$ cat config.mk
export PLATFORM = sky130hd
export DESIGN_NAME = instruction_sequencer
export DESIGN_NICKNAME = d
export VERILOG_FILES = /design/src/rtl/instruction_sequencer.sv
export SDC_FILE = /design/constraint.sdc
export NUM_CORES = 1
export LEC_CHECK = 0
export CORE_UTILIZATION = 36
export DETAILED_ROUTE_END_ITERATION = 10
export GPL_TIMING_DRIVEN = 0
export PLACE_DENSITY = 0.87
export SKIP_LAST_GASP = 1
export SYNTH_ARGS = -nofsm -noshare
export SYNTH_HDL_FRONTEND = slang
export SYNTH_SLANG_ARGS = --single-unit
$ cat constraint.sdc
create_clock -name clk -period 2.9 [get_ports clk]
set_input_delay 0.29 -clock clk [delete_from_list [all_inputs] [get_ports clk]]
set_output_delay 0.29 -clock clk [all_outputs]
set_load 0.05 [all_outputs]
$ cat src/rtl/instruction_sequencer.sv
// instruction_sequencer: SAP-2 fetch/decode/execute control sequencer.
// A T-state register steps each instruction through fetch (T0-T1) and
// execute (T2-T4); control strobes are decoded combinationally from the
// current state and the instruction register contents.
module instruction_sequencer #(
   parameter int unsigned               ALU_OP_WIDTH = 4,
   parameter logic [ALU_OP_WIDTH-1:0]   ALU_SUB_CODE = 4'd1
) (
   input  logic                    clk,
   input  logic                    rst_n,
   input  logic                    clk_en,
   input  logic [7:0]              i_instruction,
   input  logic                    i_zero,
   input  logic                    i_carry,
   input  logic                    i_odd,
   output logic                    o_pc_out,
   output logic                    o_pc_inc,
   output logic                    o_pc_load,
   output logic                    o_mar_load,
   output logic                    o_ram_out,
   output logic                    o_ram_write,
   output logic                    o_ir_load,
   output logic                    o_a_load,
   output logic                    o_a_out,
   output logic                    o_t_load,
   output logic                    o_alu_out,
   output logic                    o_latch_flags,
   output logic [ALU_OP_WIDTH-1:0] o_alu_op,
   output logic                    o_halt,
   output logic [2:0]              o_tstate
);

   typedef enum logic [2:0] {
      T0   = 3'd0,
      T1   = 3'd1,
      T2   = 3'd2,
      T3   = 3'd3,
      T4   = 3'd4,
      HALT = 3'd7
   } state_t;

   typedef enum logic [3:0] {
      CLS_NOP = 4'h0,
      CLS_LDA = 4'h1,
      CLS_STA = 4'h2,
      CLS_LDT = 4'h3,
      CLS_ALU = 4'h4,
      CLS_CMP = 4'h5,
      CLS_JMP = 4'h6,
      CLS_JCC = 4'h7,
      CLS_HLT = 4'hF
   } op_class_t;

   state_t     state;
   logic [3:0] op_class;
   logic [3:0] sub;
   logic       cond_flag;
   logic       jump_taken;

   assign op_class = i_instruction[7:4];
   assign sub      = i_instruction[3:0];
   assign o_tstate = state;

   // Jump condition: select flag by sub[1:0], invert with sub[2]; JMP always taken
   always_comb begin
      cond_flag = 1'b1;
      case (sub[1:0])
         2'b00:   cond_flag = i_zero;
         2'b01:   cond_flag = i_carry;
         2'b10:   cond_flag = i_odd;
         default: cond_flag = 1'b1;
      endcase
      jump_taken = (op_class == CLS_JMP) ? 1'b1 : (cond_flag ^ sub[2]);
   end

   // T-state register: advances only on enabled edges, HALT exits only by reset
   always_ff @(posedge clk or negedge rst_n) begin
      if (!rst_n) begin
         state <= T0;
      end else if (clk_en) begin
         case (state)
            T0: state <= T1;
            T1: state <= T2;
            T2: begin
               case (op_class)
                  CLS_LDA, CLS_STA, CLS_LDT, CLS_JMP, CLS_JCC: state <= T3;
                  CLS_HLT: state <= HALT;
                  default: state <= T0;
               endcase
            end
            T3: begin
               case (op_class)
                  CLS_LDA, CLS_STA: state <= T4;
                  default:          state <= T0;
               endcase
            end
            T4:      state <= T0;
            HALT:    state <= HALT;
            default: state <= T0;
         endcase
      end
   end

   // Per-state control decode; every strobe defaults low
   always_comb begin
      o_pc_out      = 1'b0;
      o_pc_inc      = 1'b0;
      o_pc_load     = 1'b0;
      o_mar_load    = 1'b0;
      o_ram_out     = 1'b0;
      o_ram_write   = 1'b0;
      o_ir_load     = 1'b0;
      o_a_load      = 1'b0;
      o_a_out       = 1'b0;
      o_t_load      = 1'b0;
      o_alu_out     = 1'b0;
      o_latch_flags = 1'b0;
      o_halt        = 1'b0;
      o_alu_op      = ALU_OP_WIDTH'(sub);
      case (state)
         T0: begin
            o_pc_out   = 1'b1;
            o_mar_load = 1'b1;
         end
         T1: begin
            o_ram_out = 1'b1;
            o_ir_load = 1'b1;
            o_pc_inc  = 1'b1;
         end
         T2: begin
            case (op_class)
               CLS_LDA, CLS_STA, CLS_LDT, CLS_JMP, CLS_JCC: begin
                  o_pc_out   = 1'b1;
                  o_mar_load = 1'b1;
               end
               CLS_ALU: begin
                  o_alu_out     = 1'b1;
                  o_a_load      = 1'b1;
                  o_latch_flags = 1'b1;
               end
               CLS_CMP: begin
                  o_latch_flags = 1'b1;
                  o_alu_op      = ALU_SUB_CODE;
               end
               default: ;
            endcase
         end
         T3: begin
            case (op_class)
               CLS_LDA, CLS_STA: begin
                  o_ram_out  = 1'b1;
                  o_mar_load = 1'b1;
                  o_pc_inc   = 1'b1;
               end
               CLS_LDT: begin
                  o_ram_out = 1'b1;
                  o_t_load  = 1'b1;
                  o_pc_inc  = 1'b1;
               end
               CLS_JMP, CLS_JCC: begin
                  o_ram_out = 1'b1;
                  o_pc_load = jump_taken;
                  o_pc_inc  = ~jump_taken;
               end
               default: ;
            endcase
         end
         T4: begin
            case (op_class)
               CLS_LDA: begin
                  o_ram_out = 1'b1;
                  o_a_load  = 1'b1;
               end
               CLS_STA: begin
                  o_a_out     = 1'b1;
                  o_ram_write = 1'b1;
               end
               default: ;
            endcase
         end
         HALT:    o_halt = 1'b1;
         default: ;
      endcase
   end

endmodule

Yosys cells after proc, flatten, opt, wreduce, memory -nomap -nowiden --
Cells that the tools add are included. W data, S select, Z words.
Operators by class: bitwise logic cells 2, reduce and logical (&&, ||, !) cells 7, $add $sub $neg 0, equality and inequality tests 15, shift-type cells 0, $mul 0, $lt $le $gt $ge 0, divide/modulo/power cells 0, mux-type cells 28
Operators by type and width (number):
- $eq A4 B3 Y1 const B | 4
- $mux W1 | 16
- $pmux W3 S5 | 1
- $pmux W1 S3 | 3
- $eq A4 B2 Y1 const B | 2
- $mux W4 | 2
- $pmux W1 S2 | 4
- $eq A3 B2 Y1 const B | 2
- $eq A3 B3 Y1 const B | 2
- $pmux W3 S2 | 1
- $reduce_or A2 Y1 | 3
- $reduce_or A5 Y1 | 1
- $eq A4 B1 Y1 const B | 1
- $eq A4 B4 Y1 const B | 1
- $eq A3 B1 Y1 const B | 1
- $logic_not A3 Y1 | 1
- $mux W3 | 1
- $reduce_or A3 Y1 | 1
- $eq A2 B1 Y1 const B | 1
- $eq A2 B2 Y1 const B | 1
- $logic_not A2 Y1 | 1
- $not A1 Y1 | 1
- $xor A1 B1 Y1 | 1
Word-level totals: output and inout bits 20, memory bits (read-only) 0, input bits 14, register bits 3, memories 0, RAM bits 0, latch bits 0, logic and storage cells 53

Longest topological paths before layout --
Gate-level depths: netlist of the first run.
word-level depth 7, depth in mapped cells 5, depth with buffers taken out 4

Worst setup path after synthesis of the first run --
No wires, ideal clock.
path type register -> output, start register state[2], in the netlist o_tstate[2], end output port o_ram_write, required time 2.610 ns, arrival 3.100 ns, path buffers 2, path slack -0.490 ns, cell stages (with the launch flop) 6, cells stage by stage dfrtp_1 > buf_2 > nor2b_1 > nand2b_1 > nor4_1 > buf_4
Between the ends: longest elaborated chain between the ends 2
RTL lines:
- start, declared | RTL line 54 | state_t state;
- start signal, assigned | RTL line 79 | state <= T0;
- start signal, assigned | RTL line 82 | T0: state <= T1;
- start signal, assigned | RTL line 83 | T1: state <= T2;
- $eq A3 B3 Y1
- $mux W1
- end, declared | RTL line 21 | output logic o_ram_write,
No other way between the ends.

Final worst setup path of the first run --
start input port i_instruction[6], end output port o_ram_out
Between the ends: longest elaborated chain between the ends 4, elaborated cells on any way between the ends 9, classes of those cells eq/ne: 5; mux: 3; reduce/logical: 1
RTL lines:
- start, declared | RTL line 12 | input logic [7:0] i_instruction,
- $eq A4 B3 Y1, or another cell as far along | RTL line 149 | case (op_class)
- $reduce_or A5 Y1 (no line)
- $mux W1 | RTL line 149
- $pmux W1 S3 * | RTL line 120 | case (state)
- end, declared | RTL line 20 | output logic o_ram_out,
Every way passes the cells marked *; elsewhere a longest branch is shown, timed or not.

==> flow_metrics.py, run 1 <==
metrics = {
    "yosys": {
        "postSynthRegisterBits": 3,
        "synth_top_family_by_area": "simple AND/OR/NAND/NOR gates",
        "synth_xor_xnor_area_share_pct": 3.63,
        "synthAdderAreaFrac_pct": 0,
        "syn_area_um2": 483,
        "synth_seq_area_share_pct": 15.5,
        "ys.flop_type": "dfrtp_1",
        "synth_compound_gate_area_share_pct": 24.6,
        "synth_commonest_cells": "nand2_1, and2_1, buf_2, nor2_1",
        "synth_cell_types": 33,
        "synth-async-reset-ratio_pct": 100,
        "yosys_warnings": 0,
        "postSynthNetCount": 80,
        "synth_most_common_cell": "nand2_1",
        "synthesis.area_per_instance_um2": 7.32,
        "mapped_cells": 66,
        "synth_area_leaders": "dfrtp_1, and2_1, a311o_1, nand2_1, buf_2",
        "yosys.area_share.simple_pct": 44.8,
        "post_synth_top_area_share_pct": 15.5,
        "synthMuxAreaShare_pct": 4.15,
        "synth_enable_flop_cells": 0,
        "synth_largest_area_cell": "dfrtp_1",
    },
    "clock_network": {
        "tritoncts": "built",
        "post-cts-setup-buffer-count": 0,
        "cts-buffers-inserted": 3,
        "clock_path_buffers": 2,
        "cts_sinks": 3,
        "htree_num_levels": 1,
        "clk_transition_reported_paths_ns": 0.04,
        "hold_buffers": 0,
        "ctsRootBufferMaster": "clkbuf_4",
        "insertion_delay_ns": 0.25,
    },
    "pwr": {
        "cellLeakagePower_uw": 0.000367,
        "power_per_cell_area_mw_per_mm2": 780,
        "worst_voltage_drop_across_the_vdd_grid_mv": 0.542,
    },
    "die": {
        "placement_rows": 12,
        "floorplan.initialDensity_pct": 41.2,
        "floorplan.core_area_mm2": 0.00117,
        "floorplan.die.width_um": 38.6,
        "dieHeight_um": 38.6,
        "floorplan.io_pins": 34,
        "die_area_mm2": 0.00149,
    },
    "global_routing": {
        "pin_count_of_the_biggest_net_entering_global_routing": 11,
        "overflow": 0,
        "antenna_found_initial": 0,
        "via_count_of_the_first_global_routing_pass": 517,
        "gr-usage-all-layers_pct": 23.7,
        "grt_first_pass_wirelength_um": 2360,
    },
    "placed_design": {
        "port_buffers": 32,
        "gpl.final_weighted_congestion": 0.833,
        "placedCellCount": 112,
        "detailed_place_hpwl_um": 1200,
    },
    "sta": {
        "clock-skew-final_ns": 0.00735,
        "max_freq_mhz": 356,
        "unrepaired_setup_endpoints_after_global_routing": "false",
        "period_share_pct": 96.9,
        "timing_max_transition_violations_final": 0,
        "final_period_minus_worst_setup_slack_ns": 2.81,
        "final_hold_viol_count": 0,
        "setup-violations-final": 0,
        "worstMarginPinSlew_ns": 0.515,
        "max-slew-margin-rel_pct": 65.6,
        "post_route_setup_tns_ns": 0,
    },
    "layout": {
        "final_net_count": 117,
        "nFillCells": 97,
        "largest_reg_flops": 3,
        "synthesis_to_layout_area_growth_pct": 77.2,
        "antenna_cells_inserted": 0,
        "fraction_of_final_layout_cells_with_drive_strength_greater_than_1_pct": 10.8,
        "finish.cell_count_without_fillers": 116,
    },
    "drt": {
        "vias_after_detailed_routing": 661,
        "post-route-drc-count": 0,
        "wirelength_um": 1570,
        "dr_wl_cell_um": 13.6,
        "drtIter0Drc": 17,
        "vias_per_cell": 5.70,
        "antenna_violating_nets_left": 0,
        "drtPass1Iterations": 4,
    },
    "worst_setup_path": {
        "slowest_stage": "clkdlybuf4s50_1",
        "r2r_start": "o_tstate[0]$_DFFE_PN0P_",
        "cp_data_required_time_ns": 2.61,
        "worst_setup_path_start_kind": "input port",
        "timing.setup.critical_path_class": "input port to output port",
        "critical_path.cell_chain": "clkdlybuf4s50_1 -> nor2b_4 -> or3b_1 -> clkinv_1 -> a311o_1 -> clkdlybuf4s50_1",
        "r2r_cells": 4,
        "path_max_fanout": 8,
        "timing.critical_path.slowest_cell_delay_ns": 0.80,
        "cp.arrival_ns": 2.52,
        "timing.critical_path.to_type": "output port",
        "cell_repeated_most_along_the_worst_path": "clkdlybuf4s50_1",
        "rr_endpoint": "o_tstate[2]$_DFFE_PN0P_",
        "regToRegSetupSlack_ns": 1.51,
    },
    "outcome": {
        "status": "completed",
    },
    "hold_path": {
        "holdCritPathClass": "input port to asynchronous set/reset pin",
    },
    "flow_run": {
        "cap_viol_max_count": 0,
    },
}
## cells by family (layout without fill, tap and decap cells)
logic type | after synthesis | count (layout)
DFF | 3 | 3
buffers and inverters | 7 | 43
muxes | 2 | 2
and+or+nand+nor | 37 | 37
xor gates and xnor gates | 2 | 2
AOI/OAI and AO/OA | 15 | 15
## per-stage QoR
step / cell area, um^2 / power (uW) / setup slack (ns) / util, % / hold slack (ns)
after floorplan: 489 / 418 / 0.0157 / - / -0.00559
after global placement: 827 / 580 / 0.0532 / 70.6 / 0.478
after detailed placement: 827 / 583 / 0.0438 / 70.6 / 0.480
after CTS: 853 / 665 / 0.0427 / 72.9 / 0.219
after global routing: 856 / 697 / 0.0208 / 73.1 / 0.219
final: 856 / 667 / 0.0887 / 73.1 / 0.213
## power breakdown
part / switching, uW / internal [uW]
Clock: 30.6 / 52.1
Combinational: 327 / 180
Sequential: 21.9 / 56.0
Total: 380 / 288
## worst max-delay path, delay by kind of cell
| kind | cells | cell delay (ns) |
|---|---|---|
| AOI/OAI and AO/OA | 1 | 0.10 |
| buffers and inverters | 3 | 1.52 |
| and+or+nand+nor | 2 | 0.60 |
## cell type report
type | count | area (um^2) | share of cell area, %
flip-flops and latches | 3 | 75.1 | 8.77
inverters | 2 | 7.51 | 0.877
well taps | 14 | 17.5 | 2.05
repair buffers | 32 | 323 | 37.7
multi-input cells | 56 | 379 | 44.3
clock buffers | 4 | 26.3 | 3.07
plain buffers | 5 | 27.5 | 3.22
## how the worst max path moves through the flow
stage | startpoint | endpoint | cells past startpoint
finish | i_instruction[6] | o_ram_out | 6
global route | i_instruction[6] | o_ram_out | 6
CTS | i_instruction[6] | o_pc_inc | 6
detailed placement | i_instruction[6] | o_pc_inc | 6
global placement | i_instruction[6] | o_pc_inc | 6
floorplan | o_tstate[2]$_DFFE_PN0P_ | o_a_load | 4
## what timing repair did
action	4_1_cts	5_1_grt
endpoints found under the hold margin	0	0
endpoints found under the setup margin	0	1
gates resized for setup	0	1
## routing by layer
layer / part of all wire [%] / vias to the layer above / GRT usage [%]
li1: - / 315 / -
met1: 45 / 308 / 33.7
met2: 46 / 34 / 30.8
met3: 7.3 / 4 / 5.78
met4: 1.6 / 0 / 15.5
met5: 0 / - / 0
## placed cells by master, fill, tap and decap left out, types with 2 or more instances in the layout
master           netlist  final
nor2_1                 4      4
clkdlybuf4s50_1        0     31
buf_2                  4      4
dfrtp_1                3      3
nand2b_1               3      3
nor2b_1                3      3
a21oi_1                2      2
and2_1                 5      5
and3_1                 3      3
a311o_1                3      3
clkbuf_4               0      3
mux2i_1                2      2
xnor2_1                2      2
nor4_1                 3      2
or2_1                  2      2
nand2_1                7      7
nand3_1                2      2
No activity file was read; power rests on OpenSTA's default activity.
==> run 2, diff against run 1 <==
ABC_AREA = 1   (was default)
CORE_AREA = 2 2 39 41   (was default)
CORE_UTILIZATION = default   (was 36)
DIE_AREA = 0 0 41 43   (was default)
PLACE_DENSITY = 0.83   (was 0.87)
==> run 2 against run 1 <==
Net effect:
- power is 4.9% higher
- critical endpoint is now o_pc_inc
- routed wire length is 14% lower
- clock skew is 0.0046 ns lower
- global-route usage is 7.3 points lower
- first-iteration DRC count is 53% lower
- largest power group unchanged
- design area is 5.3% lower
==> flow_metrics.py, run 2 <==
metrics = {
    "worst_setup_path": {
        "cp_data_required_time_ns": 2.61,
        "cp.arrival_ns": 2.25,
        "path_max_fanout": 4,
        "worst_setup_path_start_kind": "input port",
        "timing.setup.critical_path_class": "input port to output port",
        "timing.critical_path.to_type": "output port",
    },
    "yosys": {
        "synth_seq_area_share_pct": 17.3,
        "mapped_cells": 82,
        "synthesis.area_per_instance_um2": 5.29,
        "ys.flop_type": "dfrtp_1",
        "synth_commonest_cells": "nand2_1, inv_1, nor2_1",
        "synth-async-reset-ratio_pct": 100,
        "synth_area_leaders": "nand2_1, dfrtp_1, nand3_1, inv_1, nor2_1",
        "post_synth_top_area_share_pct": 24.2,
        "yosys_warnings": 0,
        "postSynthRegisterBits": 3,
        "synth_enable_flop_cells": 0,
        "synth_largest_area_cell": "nand2_1",
        "postSynthNetCount": 96,
        "syn_area_um2": 434,
        "synth_cell_types": 18,
        "synth_most_common_cell": "nand2_1",
    },
    "clock_network": {
        "clock_path_buffers": 2,
        "cts_sinks": 3,
        "tritoncts": "built",
        "cts-resized-gates": 0,
        "ctsRootBufferMaster": "clkbuf_4",
        "htree_num_levels": 1,
        "hold_buffers": 0,
        "cts-buffers-inserted": 3,
        "post-cts-setup-buffer-count": 0,
        "insertion_delay_ns": 0.24,
        "clk_transition_reported_paths_ns": 0.04,
    },
    "drt": {
        "vias_after_detailed_routing": 633,
        "antenna_violating_nets_left": 0,
        "wire_length_on_met3_um": 145,
        "routed-wl-met2_um": 689,
        "drtIter0Drc": 8,
        "post-route-drc-count": 0,
        "vias_per_cell": 4.69,
        "wirelength_um": 1350,
        "m1WireLength_um": 491,
        "dr_wl_cell_um": 9.99,
        "drtPass1Iterations": 4,
        "top_signal_layer_used": "met4",
    },
    "layout": {
        "fraction_of_final_layout_cells_with_drive_strength_greater_than_1_pct": 9.24,
        "synthesis_to_layout_area_growth_pct": 86.7,
        "antenna_cells_inserted": 0,
        "leading_cell_type_in_the_layout_fill_and_taps_excluded": "clkdlybuf4s50_1",
        "mostFrequentLayoutCells": "clkdlybuf4s50_1, nand2_1, inv_1, nor2_1, nand3_1",
        "largest_reg_flops": 3,
        "final_net_count": 134,
        "nFillCells": 150,
        "finish.cell_count_without_fillers": 135,
    },
    "sta": {
        "final_hold_viol_count": 0,
        "setup-violations-final": 0,
        "clock-skew-final_ns": 0.00273,
        "unrepaired_setup_endpoints_after_global_routing": "false",
        "post_route_setup_tns_ns": 0,
        "max_freq_mhz": 394,
        "period_share_pct": 87.6,
        "final_period_minus_worst_setup_slack_ns": 2.54,
        "timing_max_transition_violations_final": 0,
        "worstMarginPinSlew_ns": 0.514,
        "max-slew-margin-rel_pct": 65.6,
    },
    "placed_design": {
        "placedCellCount": 131,
        "port_buffers": 33,
        "detailed_place_hpwl_um": 1110,
        "gpl.final_weighted_congestion": 0.715,
    },
    "die": {
        "dieHeight_um": 43,
        "floorplan.io_pins": 34,
        "die_area_mm2": 0.00176,
        "floorplan.initialDensity_pct": 31.4,
        "floorplan.die.width_um": 41,
        "placement_rows": 14,
        "floorplan.core_area_mm2": 0.00138,
    },
    "global_routing": {
        "overflow": 0,
        "pin_count_of_the_biggest_net_entering_global_routing": 9,
        "via_count_of_the_first_global_routing_pass": 524,
        "gr-usage-all-layers_pct": 16.5,
        "grt_first_pass_wirelength_um": 1960,
        "antenna_found_initial": 0,
    },
    "pwr": {
        "power_per_cell_area_mw_per_mm2": 863,
        "cellLeakagePower_uw": 0.000417,
        "worst_voltage_drop_across_the_vdd_grid_mv": 0.509,
    },
    "outcome": {
        "status": "completed",
    },
    "flow_run": {
        "cap_viol_max_count": 0,
    },
    "hold_path": {
        "holdCritPathClass": "input port to asynchronous set/reset pin",
    },
}
-- run 2: cell count changes in the layout (fill, tap and decap cells not counted), sizes merged, moves of 3 or more --
cell / before / now
inv: 1 / 13
nand2: 7 / 30
a311o: 3 / 0
nor2: 5 / 15
buf: 5 / 1
and2: 5 / 1
nand2b: 3 / 0
nand3: 2 / 11
nor2b: 4 / 0
-- run 2: per-stage QoR --
step	hold WS [ns]	instance area [um^2]	worst slack [ns]	total power (uW)	util, %
finish	0.232	811	0.359	700	58.6
CTS	0.227	811	0.350	709	58.6
global route	0.220	811	0.231	747	58.6
global placement	0.477	785	0.403	621	56.7
floorplan	-0.00559	434	0.204	448	-
detailed placement	0.483	785	0.355	626	56.7
-- run 2: area by class of cell --
class / instances / area, um^2 / share of cell area [%]
Tap cell: 16 / 20.0 / 2.47
Buffer: 1 / 7.51 / 0.926
Inverter: 13 / 48.8 / 6.02
Multi-Input combinational cell: 65 / 303 / 37.3
Clock buffer: 4 / 26.3 / 3.24
Timing Repair Buffer: 33 / 330 / 40.7
Sequential cell: 3 / 75.1 / 9.26
-- run 2: path summary, 6_finish.rpt --
kind | start | to | slack [ns] | depth (start not counted)
setup / recovery | i_instruction[6] | o_pc_inc | 0.36 | 8
hold / removal | rst_n | o_tstate[0]$_DFFE_PN0P_ | 0.23 | 1
setup reg to reg | o_tstate[2]$_DFFE_PN0P_ | o_tstate[1]$_DFFE_PN0P_ | 1.70 | 7
hold reg to reg | o_tstate[1]$_DFFE_PN0P_ | o_tstate[1]$_DFFE_PN0P_ | 0.65 | 2
max in group asynchronous | rst_n | o_tstate[2]$_DFFE_PN0P_ | 2.53 | 1
min in group clk | o_tstate[1]$_DFFE_PN0P_ | o_tstate[1]$_DFFE_PN0P_ | 0.65 | 2
-- run 2: kinds of logic after synthesis --
| group | synth area share (%) |
|---|---|
| simple gates | 66.6 |
| buf+inv | 13.0 |
| flops | 17.3 |
| compound gates | 3.17 |
-- run 2: layer usage --
metal  GRT usage (%)  up-vias
li1                -      329
met5               0        -
met3            5.24        2
met1            15.1      273
met2            28.7       29
met4            10.0        0
-- run 2: worst max-delay path: stages --
cell and delay (ns):
clkdlybuf4s50_1 0.52, inv_1 0.08, nor2_2 0.13, nand2_1 0.09, nor2_1 0.18, nand4_1 0.12
nand2_1 0.06, clkdlybuf4s50_1 0.79
-- run 2: report_power, final --
part | leakage [uW] | switching [uW] | internal, uW
logic | 0.000363 | 360 | 175
registers | 0.0000389 | 33.5 | 57.1
clock network | 0.0000150 | 22.3 | 51.6
==> variant 1 (config.mk and constraints of run 2) <==
The parameter `ALU_OP_WIDTH` goes from 4 to 6.
--- a/src/rtl/instruction_sequencer.sv
+++ b/src/rtl/instruction_sequencer.sv
@@ -5,3 +5,3 @@
 module instruction_sequencer #(
-   parameter int unsigned               ALU_OP_WIDTH = 4,
+   parameter int unsigned               ALU_OP_WIDTH = 6,
    parameter logic [ALU_OP_WIDTH-1:0]   ALU_SUB_CODE = 4'd1
Interface: changed (resized o_alu_op); port bits go from 34 to 36. The function was not compared with the original's and may differ.
==> variant 1 against run 2 <==
  * Synthesized cell count increased by 3.7%
  * Sequential share of layout area down 0.25 points
  * Die area unchanged
  * Cell area up 2.8%
  * Area after synthesis up 4.3%
  * Total power is 0.97% higher
  * Register-to-register slack is essentially flat
  * Largest power group unchanged
  * Combinational power increased by 1%
  * Clock skew rose by 2.8 ps
  * Setup slack gained 7.3 ps
  * Routed wire length is 2.4% lower
  * Sequential cell count unchanged
  * Via count down 1.6%
==> variant 1: results (changes against run 2) <==
[grt]
first_global_vias = 562  ; +7.3%
grt_pass1_wl_mm = 2.02  ; +3.2%
grt_util_all_layers_pct = 16.1  ; -0.37 points
grt_max_degree = 9  ; unchanged

[sta]
finClkSkew_ps = 5.58  ; +2.85 ps
setup_viol = 0  ; unchanged
slew_headroom_pct = 66.4  ; +0.75 points

[yosys]
synthMuxAreaShare_pct = 0  ; unchanged
synth_compound_area_share_pct = 3.04  ; -0.13 points
ys_top_cells_by_area = nand2_1, dfrtp_1, nand3_1, inv_1, nor2_1
synth_commonest_cells = nand2_1, inv_1, nor2_1
ys_seq_area_share_pct = 16.6  ; -0.72 points
synth_cell_types = 19  ; +1

[placement]
dpl.hpwl_mm = 1.12  ; +1.1%
place_congestion = 0.717  ; +0.31%

[layout]
drive_gt1_share_pct = 10.6  ; +1.3 points
nets = 138  ; +3.0%

[clocking]
clock_path_buffers = 2  ; unchanged
cts_made_buffers = 3  ; unchanged
cts.repair.resized = 0  ; unchanged
htree_levels = 1  ; unchanged

[pwr]
power.density_nw_per_um2 = 848  ; -1.8%
power.leakage_nw = 0.435  ; +4.2%
vdd_drop_max_mv = 0.813  ; +60%

[route]
wire_per_inst_um = 9.47  ; -5.2%
dr.pass1.iters = 4  ; unchanged
drt_iter0_markers = 2  ; -6
via_count = 623  ; -1.6%

[outcome]
outcome = finished clean

[hold_path]
holdCritPathClass = in -> async

[worst_setup_path]
max_stage_delay_ps = 800
cp_max_fo = 4  ; unchanged

## variant 1: path summary, 6_finish.rpt
| kind | startpoint | to | slack, ps | depth (start not counted) |
|---|---|---|---|---|
| worst max register to register | o_tstate[2] | o_tstate[0] | 1700 | 7 |
| worst max-delay path | i_instruction[6] | o_pc_inc | 370 | 8 |
| min in group clk | o_tstate[1] | o_tstate[1] | 650 | 2 |
| worst min-delay path | rst_n | o_tstate[1] | 230 | 1 |
| max in group asynchronous | rst_n | o_tstate[0] | 2520 | 1 |
| worst min register to register | o_tstate[1] | o_tstate[1] | 650 | 2 |
## variant 1: layer usage
metal | wire, um | up-vias | global-route usage (%)
li1 | - | 334 | -
met1 | 496 | 261 | 14.6
met3 | 158 | 0 | 2.62
met2 | 661 | 28 | 30.6
met4 | 0 | 0 | 8.00
met5 | 0 | - | 0
## variant 1: power breakdown
group,internal (W),leakage [nW],total [W],switching [W]
Sequential,0.0000570,0.0389,0.0000913,0.0000343
Clock,0.0000516,0.0150,0.0000736,0.0000221
Combinational,0.000177,0.381,0.000542,0.000365
## variant 1: cell type report
cell class              count  area, um2  share of cell area (%)
inverters                  13       48.8                    5.86
flip-flops and latches      3       75.1                    9.01
multi-input cells          67        310                    37.2
clock buffers               4       26.3                    3.15
repair buffers             33        330                    39.6
well taps                  16       20.0                    2.40
plain buffers               3       22.5                    2.70
## variant 1: worst max-delay path, delay by kind of cell
family                 cells  cell delay (ps)
buffers and inverters      3             1400
and+or+nand+nor            5              540
## variant 1: through the flow
stage	hold WS (ps)	std cells	util, %	instance area [um2]	setup WS (ps)
3_3_place_gp	478	135	58.3	807	397
2_1_floorplan	-5.59	86	-	457	204
3_5_place_dp	480	135	58.3	807	339
4_1_cts	225	139	60.2	833	336
5_1_grt	234	139	60.2	833	227
6_report	233	139	60.2	833	367
==> variant 2 (config.mk and constraints of run 2) <==
Made on the original files. Add an input register stage for `i_instruction`, `i_zero`, `i_carry` and `i_odd`, with the module's reset; this delays them by one clock.
--- a/src/rtl/instruction_sequencer.sv
+++ b/src/rtl/instruction_sequencer.sv
@@ -53,2 +53,21 @@
 
+   logic [7:0] i_instruction_q;
+   logic i_zero_q;
+   logic i_carry_q;
+   logic i_odd_q;
+
+   always_ff @(posedge clk or negedge rst_n) begin
+      if (!rst_n) begin
+         i_instruction_q <= '0;
+         i_zero_q        <= '0;
+         i_carry_q       <= '0;
+         i_odd_q         <= '0;
+      end else begin
+         i_instruction_q <= i_instruction;
+         i_zero_q        <= i_zero;
+         i_carry_q       <= i_carry;
+         i_odd_q         <= i_odd;
+      end
+   end
+
    state_t     state;
@@ -59,4 +78,4 @@
 
-   assign op_class = i_instruction[7:4];
-   assign sub      = i_instruction[3:0];
+   assign op_class = i_instruction_q[7:4];
+   assign sub      = i_instruction_q[3:0];
    assign o_tstate = state;
@@ -67,5 +86,5 @@
       case (sub[1:0])
-         2'b00:   cond_flag = i_zero;
-         2'b01:   cond_flag = i_carry;
-         2'b10:   cond_flag = i_odd;
+         2'b00:   cond_flag = i_zero_q;
+         2'b01:   cond_flag = i_carry_q;
+         2'b10:   cond_flag = i_odd_q;
          default: cond_flag = 1'b1;
Behaviour: not the same (a bounded check fails within 4 cycles, from zero or initial values and one cycle with rst_n low).
==> variant 2 against run 2 <==
  * Synthesized cell count increased by 15%
  * Sequential cell count is 11 higher
  * Register-to-register slack worse by 50 ps
  * Total power grew 33%
  * Setup slack got worse by 20 ps
  * Die area did not move
  * First-iteration DRC count is 63% higher
  * Routed wire length up 19%
  * Utilization rose by 22 points
  * Area after synthesis is 66% higher
  * Cell area up 38%
  * Largest cell class is now sequential cells
  * Largest power group unchanged
==> variant 2: results (changes against run 2) <==
[yosys]
synth_ff_type = dfrtp_1
syn_nets = 108  ; +13%
ys_top_cells_by_area = dfrtp_1, nand2_1, inv_1, nand3_1, nor2_1
synth_cell_types = 19  ; +1
synth_commonest_cells = nand2_1, inv_1, dfrtp_1
ys_seq_area_share_pct = 48.5  ; +31 points

[worst_setup_path]
r2r_slack_ps = 1650  ; -50 ps
cp_max_fo = 5  ; +1
reg2reg_from = i_instruction_q[5]
arrival_ps = 2270  ; +20 ps
reg2regPathDepth = 8  ; +1
crit_start = o_tstate[2]
cpMaxStageDelayCell = clkdlybuf4s50_1

[layout]
nets = 146  ; +9.0%
nFillCells = 101  ; -33%
drive_gt1_share_pct = 9.92  ; +0.68 points
largest_reg_flops = 8  ; +5

[route]
wire_per_inst_um = 10.9  ; +9.6%
drt_iter0_markers = 13  ; +5
via_count = 712  ; +12%
dr.pass1.iters = 5  ; +1

[pwr]
power.leakage_nw = 0.539  ; +29%
vdd_drop_max_mv = 0.638  ; +25%

[sta]
slew_headroom_pct = 60.4  ; -5.2 points
finClkSkew_ps = 9.87  ; +7.14 ps

[placement]
dpl.hpwl_mm = 1.41  ; +27%
place_congestion = 0.762  ; +6.6%

[clocking]
clk_root_buffer_cell = clkbuf_4
clk_latency_ps = 270  ; +30 ps
cts.clk_slew.worst_paths_ps = 80  ; +40 ps

[grt]
grt_util_all_layers_pct = 20.5  ; +4.0 points
first_global_vias = 609  ; +16%
grt_max_degree = 15  ; +6

[outcome]
outcome = finished clean

## variant 2: power by group
part	leakage (nW)	switching [W]	internal (W)
logic	0.351	0.000367	0.000178
registers	0.167	0.0000386	0.000218
clock network	0.0210	0.0000561	0.0000762
total	0.539	0.000462	0.000472
## variant 2: per-layer routing
layer / GRT usage, % / up-vias / share of wire, %
met5: 0 / - / 0
met4: 6.00 / 0 / 0.87
met3: 3.14 / 2 / 5.0
met2: 35.0 / 28 / 53
met1: 25.2 / 313 / 41
li1: - / 369 / -
## variant 2: metrics by stage
step / util [%] / hold WS, ps / area [um2] / setup WS (ps) / std cells
2_1_floorplan: - / -5.59 / 728 / 121 / 94
3_3_place_gp: 77.9 / 585 / 1080 / 675 / 143
3_5_place_dp: 77.9 / 590 / 1080 / 618 / 143
4_1_cts: 80.6 / 399 / 1110 / 318 / 147
5_1_grt: 80.6 / 435 / 1110 / 223 / 147
6_report: 80.6 / 388 / 1110 / 339 / 147
## variant 2: how the worst max path moves through the flow
stage | cells past startpoint | endpoint | slack [ps]
after floorplan | 2 | o_t_load | 120
after global placement | 6 | o_ram_write | 670
after detailed placement | 6 | o_ram_write | 620
after CTS | 6 | o_ram_write | 320
after global routing | 6 | o_ram_write | 220
final | 6 | o_ram_write | 340
## variant 2: worst max-delay path, delay by kind of cell (launching register included)
| family | cells | cell delay [ps] |
|---|---|---|
| buffers and inverters | 4 | 1170 |
| and+or+nand+nor | 2 | 340 |
| DFF | 1 | 500 |
## variant 2: final cells by class
type / count / area share, %
Buffer: 1 / 0.673
Clock buffer: 4 / 3.25
Inverter: 18 / 6.06
Multi-Input combinational cell: 61 / 27.2
Sequential cell: 14 / 31.4
Tap cell: 16 / 1.80
Timing Repair Buffer: 33 / 29.6
## variant 2: logic make-up after synthesis
kind of cell | share of synthesized area [%]
and+or+nand+nor | 35.7
DFF | 48.5
AOI/OAI and AO/OA | 5.37
buffers and inverters | 10.4
